$ cat src/rtl/ode_pkg.sv
// Shared definitions for the Euler ODE accelerator datapath: FSM encoding,
// fixed-point constants and the signed saturation helper.
package ode_pkg;

  typedef enum logic [2:0] {
    StIdle,
    StLoad,
    StRun,
    StDrain,
    StDone
  } state_e;

  localparam int unsigned FRAC_BITS_DEF = 8;
  localparam int unsigned FIXED_ONE     = 1 << FRAC_BITS_DEF;
  localparam int unsigned SAT_W         = 64;

  // Clamp v to the signed range of a w-bit word; result is still SAT_W wide.
  function automatic logic signed [SAT_W-1:0] sat_signed(input logic signed [SAT_W-1:0] v,
                                                         input int unsigned w);
    logic signed [SAT_W-1:0] max_v;
    logic signed [SAT_W-1:0] min_v;
    max_v = (SAT_W'(1) << (w - 1)) - SAT_W'(1);
    min_v = -max_v - SAT_W'(1);
    if (v > max_v) begin
      return max_v;
    end else if (v < min_v) begin
      return min_v;
    end
    return v;
  endfunction

endpackage

$ cat src/rtl/mac_unit.sv
// Signed fixed-point multiply-accumulate for one matrix row, with a registered,
// shifted and saturated row result.
module mac_unit
  import ode_pkg::*;
#(
  parameter int unsigned DATA_SIZE = 16,
  parameter int unsigned FRAC_BITS = 8,
  parameter int unsigned ACC_SIZE  = 35
) (
  input  logic                 clk,
  input  logic                 reset,
  input  logic                 clear,
  input  logic                 valid,
  input  logic                 first,
  input  logic                 last,
  input  logic [DATA_SIZE-1:0] data_mat,
  input  logic [DATA_SIZE-1:0] data_vec,
  output logic [DATA_SIZE-1:0] row_result,
  output logic                 row_valid
);

  logic signed [2*DATA_SIZE-1:0] prod;
  logic signed [ACC_SIZE-1:0]    prod_ext;
  logic signed [ACC_SIZE-1:0]    acc_q, acc_d;
  logic signed [ACC_SIZE-1:0]    shifted;
  logic signed [SAT_W-1:0]       wide;
  logic [DATA_SIZE-1:0]          row_result_q;
  logic                          row_valid_q;

  always_comb begin
    prod     = $signed(data_mat) * $signed(data_vec);
    prod_ext = {{(ACC_SIZE-2*DATA_SIZE){prod[2*DATA_SIZE-1]}}, prod};
    acc_d    = first ? prod_ext : acc_q + prod_ext;
    // Saturation works on the row total including the column arriving this cycle.
    shifted  = acc_d >>> FRAC_BITS;
    wide     = {{(SAT_W-ACC_SIZE){shifted[ACC_SIZE-1]}}, shifted};
  end

  always_ff @(posedge clk) begin
    if (!reset || clear) begin
      acc_q <= '0;
    end else if (valid) begin
      acc_q <= acc_d;
    end
  end

  always_ff @(posedge clk) begin
    if (!reset) begin
      row_result_q <= '0;
      row_valid_q  <= 1'b0;
    end else begin
      row_valid_q <= valid && last;
      if (valid && last) begin
        row_result_q <= DATA_SIZE'(sat_signed(wide, DATA_SIZE));
      end
    end
  end

  assign row_result = row_result_q;
  assign row_valid  = row_valid_q;

endmodule

$ cat src/rtl/mac_row_stage.sv
// Execute stage: drives the fetch controls, tracks the 1-cycle RAM read latency
// and produces one saturated dot product per matrix row.
module mac_row_stage
  import ode_pkg::*;
#(
  parameter int unsigned DATA_SIZE = 16,
  parameter int unsigned FRAC_BITS = 8,
  parameter int unsigned COLS      = 5,
  parameter int unsigned ROWS      = 5,
  parameter int unsigned ACC_SIZE  = 2 * DATA_SIZE + $clog2(COLS + 1),
  localparam int unsigned COL_W    = (COLS > 1) ? $clog2(COLS) : 1,
  localparam int unsigned ROW_W    = (ROWS > 1) ? $clog2(ROWS) : 1
) (
  input  logic                 clk,
  input  logic                 reset,
  input  logic                 start,
  input  logic                 stall,
  input  logic [DATA_SIZE-1:0] data_mat,
  input  logic [DATA_SIZE-1:0] data_vec,
  output logic                 init_start,
  output logic                 fetch_enable,
  output logic                 finished_one_row,
  output logic                 final_done,
  output logic [DATA_SIZE-1:0] row_result,
  output logic [ROW_W-1:0]     row_index,
  output logic                 row_valid,
  output logic                 busy,
  output logic                 done
);

  state_e           state_q, state_d;
  logic [COL_W-1:0] col_q;
  logic [ROW_W-1:0] row_q;
  logic             issue, last_col, last_row;

  // Issue pipeline: one stage matching the RAM read latency.
  logic             iss_q, iss_first_q, iss_last_q;
  logic [ROW_W-1:0] iss_row_q;
  logic [ROW_W-1:0] row_idx_q;

  assign issue    = (state_q == StRun) && !stall;
  assign last_col = (col_q == COL_W'(COLS - 1));
  assign last_row = (row_q == ROW_W'(ROWS - 1));

  always_ff @(posedge clk) begin
    if (!reset) begin
      state_q <= StIdle;
    end else begin
      state_q <= state_d;
    end
  end

  always_comb begin
    state_d = state_q;
    unique case (state_q)
      StIdle:  if (start) state_d = StLoad;
      StLoad:  state_d = StRun;
      StRun:   if (issue && last_col && last_row) state_d = StDrain;
      // Earlier rows can still be completing here; wait for the final one.
      StDrain: if (row_valid && row_index == ROW_W'(ROWS - 1)) state_d = StDone;
      StDone:  state_d = StIdle;
      default: state_d = StIdle;
    endcase
  end

  always_comb begin
    init_start       = (state_q == StLoad);
    fetch_enable     = issue;
    finished_one_row = issue && last_col;
    final_done       = issue && last_col && last_row;
    busy             = (state_q != StIdle);
    done             = (state_q == StDone);
  end

  always_ff @(posedge clk) begin
    if (!reset || state_q == StLoad) begin
      col_q <= '0;
      row_q <= '0;
    end else if (issue) begin
      if (last_col) begin
        col_q <= '0;
        row_q <= last_row ? '0 : row_q + ROW_W'(1);
      end else begin
        col_q <= col_q + COL_W'(1);
      end
    end
  end

  always_ff @(posedge clk) begin
    if (!reset) begin
      iss_q       <= 1'b0;
      iss_first_q <= 1'b0;
      iss_last_q  <= 1'b0;
      iss_row_q   <= '0;
      row_idx_q   <= '0;
    end else begin
      iss_q       <= issue;
      iss_first_q <= (col_q == '0);
      iss_last_q  <= last_col;
      iss_row_q   <= row_q;
      if (iss_q && iss_last_q) begin
        row_idx_q <= iss_row_q;
      end
    end
  end

  assign row_index = row_idx_q;

  mac_unit #(
    .DATA_SIZE(DATA_SIZE),
    .FRAC_BITS(FRAC_BITS),
    .ACC_SIZE (ACC_SIZE)
  ) u_mac (
    .clk       (clk),
    .reset     (reset),
    .clear     (state_q == StLoad),
    .valid     (iss_q),
    .first     (iss_first_q),
    .last      (iss_last_q),
    .data_mat  (data_mat),
    .data_vec  (data_vec),
    .row_result(row_result),
    .row_valid (row_valid)
  );

endmodule

$ cat config.mk
export PLATFORM = sky130hd
export DESIGN_NAME = mac_row_stage
export DESIGN_NICKNAME = d
export VERILOG_FILES = /design/src/rtl/ode_pkg.sv /design/src/rtl/mac_unit.sv /design/src/rtl/mac_row_stage.sv
export SDC_FILE = /design/constraint.sdc
export NUM_CORES = 1
export LEC_CHECK = 0
export ABC_AREA = 1
export BUFFER_PORTS_ARGS = -buffer_cell sky130_fd_sc_hd__buf_2
export CORE_ASPECT_RATIO = 2
export CORE_MARGIN = 3
export CORE_UTILIZATION = 50
export CTS_BUF_LIST = sky130_fd_sc_hd__clkbuf_4 sky130_fd_sc_hd__clkbuf_8
export CTS_CLUSTER_DIAMETER = 30
export CTS_CLUSTER_SIZE = 10
export DETAILED_ROUTE_END_ITERATION = 10
export PLACE_DENSITY = 0.66
export SYNTH_ARGS = -nofsm -noshare
export SYNTH_HDL_FRONTEND = slang
export SYNTH_HIERARCHICAL = 1
export SYNTH_SLANG_ARGS = --single-unit
$ cat constraint.sdc
create_clock -name clk -period 7.2 [get_ports clk]
set_clock_uncertainty 0.05 [all_clocks]
set_input_delay 0.36 -clock clk [delete_from_list [all_inputs] [get_ports clk]]
set_output_delay 0.36 -clock clk [all_outputs]
set_load 0.02 [all_outputs]
## Word level (Yosys, flattened, before mapping)

Cells that the tools add are included.

| word-level totals | value |
|---|---|
| logic and storage cells | 54 |
| output and inout bits | 26 |
| register bits after elaboration | 70 |
| input port bits | 36 |

| operators by class | value |
|---|---|
| reduce and logical (&&, ||, !) cells | 13 |
| add/subtract/negate cells | 3 |
| equality and inequality tests | 10 |
| $mul | 1 |
| order comparisons | 2 |
| multiplexer cells | 14 |

Operators by type and width:

| kind | count |
|---|---|
| $mux 16 | 3 |
| $add 35x32->35 | 1 |
| $mux 35 | 1 |
| $mul 16x16->32 | 1 |
| $gt 27x16->1 const B | 1 |
| $lt 27x16->1 const B | 1 |
| $mux 3 | 5 |
| $eq 3x3->1 const B | 4 |
| $pmux 3 s4 | 1 |
| $add 3x1->3 const B | 2 |
| $eq 3x2->1 const B | 2 |
| $logic_not 3->1 | 2 |
| $ne 2x2->1 const B | 3 |
| $logic_and 1x1->1 | 5 |
| $mux 1 | 4 |
| $eq 3x1->1 const B | 1 |
| $reduce_and 3->1 | 1 |
| $reduce_bool 3->1 | 1 |
| $logic_not 1->1 | 2 |
| $reduce_and 2->1 | 1 |
| $logic_or 1x1->1 | 1 |

## Longest topological paths before layout

| logic depth | value |
|---|---|
| depth in word-level cells | 9 |
| mapped depth | 48 |
| mapped depth without buffers | 45 |

## Modules after synthesis

Netlist, hierarchy kept.

Modules (own cells, without submodules):

| module | times used | area an instance (um^2) | cells each | seq. area each (um^2) |
|---|---|---|---|---|
| mac_unit | 1 | 15,890.2 | 2,360 | 1,041.0 |
| mac_row_stage | 1 | 810.8 | 99 | 360.3 |

## Worst setup path before layout

Ideal clock, no wire load.

| timing | value |
|---|---|
| path type | input to register |
| start point | input port data_vec[3] |
| end point | register u_mac.row_result_q[11] (netlist: u_mac/row_result[11]) |
| setup time | 0.064 ns |
| path slack | -0.206 ns |
| arrival | 7.292 ns |
| path buffers | 3 |
| stages on the path | 38 |
| required time | 7.086 ns |
| cell sequence | clkbuf_1 clkbuf_1 nand2_1 fa_1 inv_1 fa_1 fa_1 fa_1 inv_1 fa_1 fa_1 inv_1 ha_1 nand2_1 inv_1 nand2_1 nor2_1 and3_1 [... 2 more ...] nand2_1 and2_1 ha_1 a21o_1 a21oi_1 nand2_1 a21oi_1 nand3_1 nand2_1 nand3_1 nand2_2 nand3_2 nor2_2 nand3_2 buf_6 a21oi_2 nor2_1 nor2_1 |

| between the ends | value |
|---|---|
| longest elaborated chain between the ends | 9 |
| elaborated cells on any way between the ends | 11 |
| classes of those cells | 1 x add/sub; 1 x mul; 2 x order compare; 7 x mux |

RTL lines:

| item | RTL line | source |
|---|---|---|
| start, declared | mac_row_stage.sv:19 | `input logic [DATA_SIZE-1:0] data_vec,` |
| $mul 16x16->32 * | mac_unit.sv:31 | `prod = $signed(data_mat) * $signed(data_vec);` |
| $add 35x32->35 | mac_unit.sv:33 | `acc_d = first ? prod_ext : acc_q + prod_ext;` |
| $mux 35 * | mac_unit.sv:33 |  |
| $lt 27x16->1 | ode_pkg.sv:26 | `end else if (v < min_v) begin` |
| $mux 1 | ode_pkg.sv:26 |  |
| $mux 1 | ode_pkg.sv:24 | `if (v > max_v) begin` |
| $mux 1 | mac_unit.sv:53 | `if (valid && last) begin` |
| $mux 1 | mac_unit.sv:48 | `if (!reset) begin` |
| $mux 16 * | ode_pkg.sv:29 | `return v;` |
| end signal, assigned | mac_unit.sv:54 | `row_result_q <= DATA_SIZE'(sat_signed(wide, DATA_SIZE));` |
| end, declared | mac_unit.sv:27 | `logic [DATA_SIZE-1:0] row_result_q;` |

Mark *: on every way between the ends. The rest lies on a longest branch, timed or not. The select of a mux whose other input is x is not followed.
A chain may end at the register's enable or synchronous reset.

## Worst setup path after layout

| timing | value |
|---|---|
| start point | input port data_vec[4] |
| end point | register u_mac.row_result_q[10] (netlist: u_mac/row_result[10]) |

Same word-level chain as after synthesis.

==> flow_metrics.tcl <==
set metrics [dict create \
    yosys.area.top_type "fa_1" \
    routedWlPerCell_um 16.6 \
    slowest_stage "fa_1" \
    critPathCaptureType "flip-flop" \
    placed_area_mm2 0.0196 \
    avgSynthCellArea_um2 6.79 \
    final_antenna_net_count 0 \
    grt_pass1_vias 17700 \
    yosys_register_bits 70 \
    crit_cells 43 \
    antenna_found_initial 0 \
    max_stage_delay_ns 0.58 \
    tritoncts "yes" \
    path_clk_slew_ns 0.09 \
    slew_headroom_pct 51.9 \
    diodes 0 \
    start_util_pct 50.7 \
    dp_hpwl_mm 44.1 \
    fin_crit_ns 7.35 \
    synth_top_area_share_pct 31.5 \
    synth_top_flop_cell "dfxtp_1" \
    rows 94 \
    finalHoldViolCount 0 \
    arrival_ns 7.62 \
    synth_seq_area_share_pct 8.39 \
    period_share_pct 102 \
    synth_edf_count 0 \
    worstSkewPairLatency_ns 0.38 \
    finish.instance_area_mm2 0.0228 \
    netlist_area_mm2 0.0167 \
    htree_levels 3 \
    holdCritPathClass "in -> reg" \
    drtIter0Drc 672 \
    dr.pass1.iters 5 \
    root_buffer "clkbuf_8" \
    dp_slack_ns -1.27 \
    drv_cap 0 \
    grt_pass1_wl_mm 84.7 \
    die_height_um 264 \
    status "complete, but fails checks" \
    violations "setup timing" \
    rsz0062_at_grt "true" \
    numCtsBuffers 9 \
    crit_fanout 8 \
    n_fill_cell 2739 \
    drc 0 \
    yosys_warnings 6 \
    ctsHoldBuffers 0 \
    fmax_mhz 136 \
    grtUsageTotal_pct 30.1 \
    startpoint_type "input port" \
    cp_num_buf_inv 14 \
    setup_ws_ns -0.155 \
    synth_cell_types 44 \
    grt_max_degree 64 \
    die_width_um 135 \
    ys_top_cells_by_count "nand2_1 (705), inv_1 (661), fa_1 (263)" \
    gp_congestion 1.02 \
    viasPerCell 5.07 \
    vias 16400 \
    hold_depth 4 \
    core_area_mm2 0.0329 \
    crit_required_ns 7.47 \
    fin_nets 3221 \
    yosysMostFrequentCell "nand2_1" \
    r2r_cells 18 \
    die_area_mm2 0.0358 \
    syn_inst 2459 \
    clock-sinks 70 \
    routed_wirelength_mm 53.8 \
    drive_gt1_share_pct 31.6 \
    syn_nets 2879 \
    io_buffers 61 \
    worstMarginPinSlew_ns 0.721 \
    cp_top_family "adder cells" \
    critPathKind "in -> reg" \
    area_delta_synth_final_pct 36.4 \
    io_pins 62 \
    ys_top_cells_by_area "fa_1 (32%), nand2_1 (16%), inv_1 (15%), ha_1 (9.1%), dfxtp_1 (8.4%)" \
    slew_violations 0 \
    setup_viol 15 \
    cts_buffer_depth 2 \
    async_flop_share_pct 0 \
    grt-ovfl-total 0 \
]
-- cell type report --
| class | instances | area, um2 | area share [%] |
|---|---|---|---|
| flip-flops and latches | 70 | 1400 | 6.16 |
| multi-input cells | 1635 | 14600 | 63.9 |
| well taps | 432 | 541 | 2.37 |
| clock buffers | 9 | 124 | 0.544 |
| inverters | 673 | 2550 | 11.2 |
| clock inverters | 7 | 78.8 | 0.346 |
| repair buffers | 412 | 3540 | 15.5 |
-- flip-flops by register name, summed over array words and instances, names as in the netlist --
signal / count
row_q: 3
col_q: 3
u_mac/row_valid: 1
iss_q: 1
row_index: 3
iss_row_q: 3
state_q: 3
u_mac/row_result: 16
iss_first_q: 1
u_mac/acc_q: 35
iss_last_q: 1
-- final timing paths --
path | startpoint | endpoint | slack, ns
min reg2reg | row_q[1]$_SDFFE_PP0P_ | iss_row_q[1]$_SDFF_PN0_ | 0.43
min | stall | iss_q$_SDFF_PN0_ | 0.27
max | data_vec[4] | u_mac/row_result[10]$_SDFFE_PN0P_ | -0.15
max reg2reg | u_mac/acc_q[0]$_SDFFE_PP0P_ | u_mac/row_result[2]$_SDFFE_PN0P_ | 3.77
-- placed cells by master (no fill, tap or decap), types with 40 or more instances in the layout --
cell type / instances
fa_1: 250
o21ai_0: 68
dfxtp_1: 69
ha_4: 42
nand2_1: 577
nand2_2: 108
nand2_4: 40
inv_1: 611
nand3_1: 48
buf_4: 296
ha_1: 77
buf_6: 55
nor2_1: 97
inv_2: 54
a21oi_1: 53
-- kinds of logic (layout without fill, tap and decap cells) --
| logic type | after synthesis | count (layout) | share of synthesized area (%) |
|---|---|---|---|
| AOI/OAI and AO/OA | 201 | 201 | 6.66 |
| xor gates and xnor gates | 29 | 29 | 1.52 |
| adders and majority gates | 384 | 384 | 40.6 |
| buffers and inverters | 755 | 1101 | 17.2 |
| DFF | 70 | 70 | 8.39 |
| muxes | 2 | 2 | 0.120 |
| and+or+nand+nor | 1018 | 1019 | 25.5 |
-- what timing repair did --
item,CTS,global route
cloned,2,3
pin swaps,154,105
endpoints found under the hold margin,0,0
gates resized for setup,389,210
setup endpoints to repair,31,27
setup buffers,49,13
-- per-stage QoR --
stage | hold WS (ns) | util [%] | cells | TNS (ns)
after floorplan | 0.374 | - | 2459 | 0
after global placement | 0.400 | 59.5 | 3161 | -28.34
after detailed placement | 0.415 | 59.5 | 3161 | -30.13
after CTS | 0.248 | 66.2 | 3225 | -0.123
after global routing | 0.280 | 69.2 | 3238 | -6.43
final | 0.267 | 69.2 | 3238 | -1.74
-- tightest hold or removal path, delay by kind of cell --
family	cells	cell delay, ns
buf+inv	2	0.21
simple gates	2	0.10
-- per-layer routing --
layer  global-route usage, %  wire [um]
met2                    58.8      30600
met3                    1.82       1230
met4                    24.7       5310
met1                    27.2      16700
met5                       0          0
Power is not shown: default switching activity piles up to over one toggle a cycle in this logic, so the estimate is an artifact.
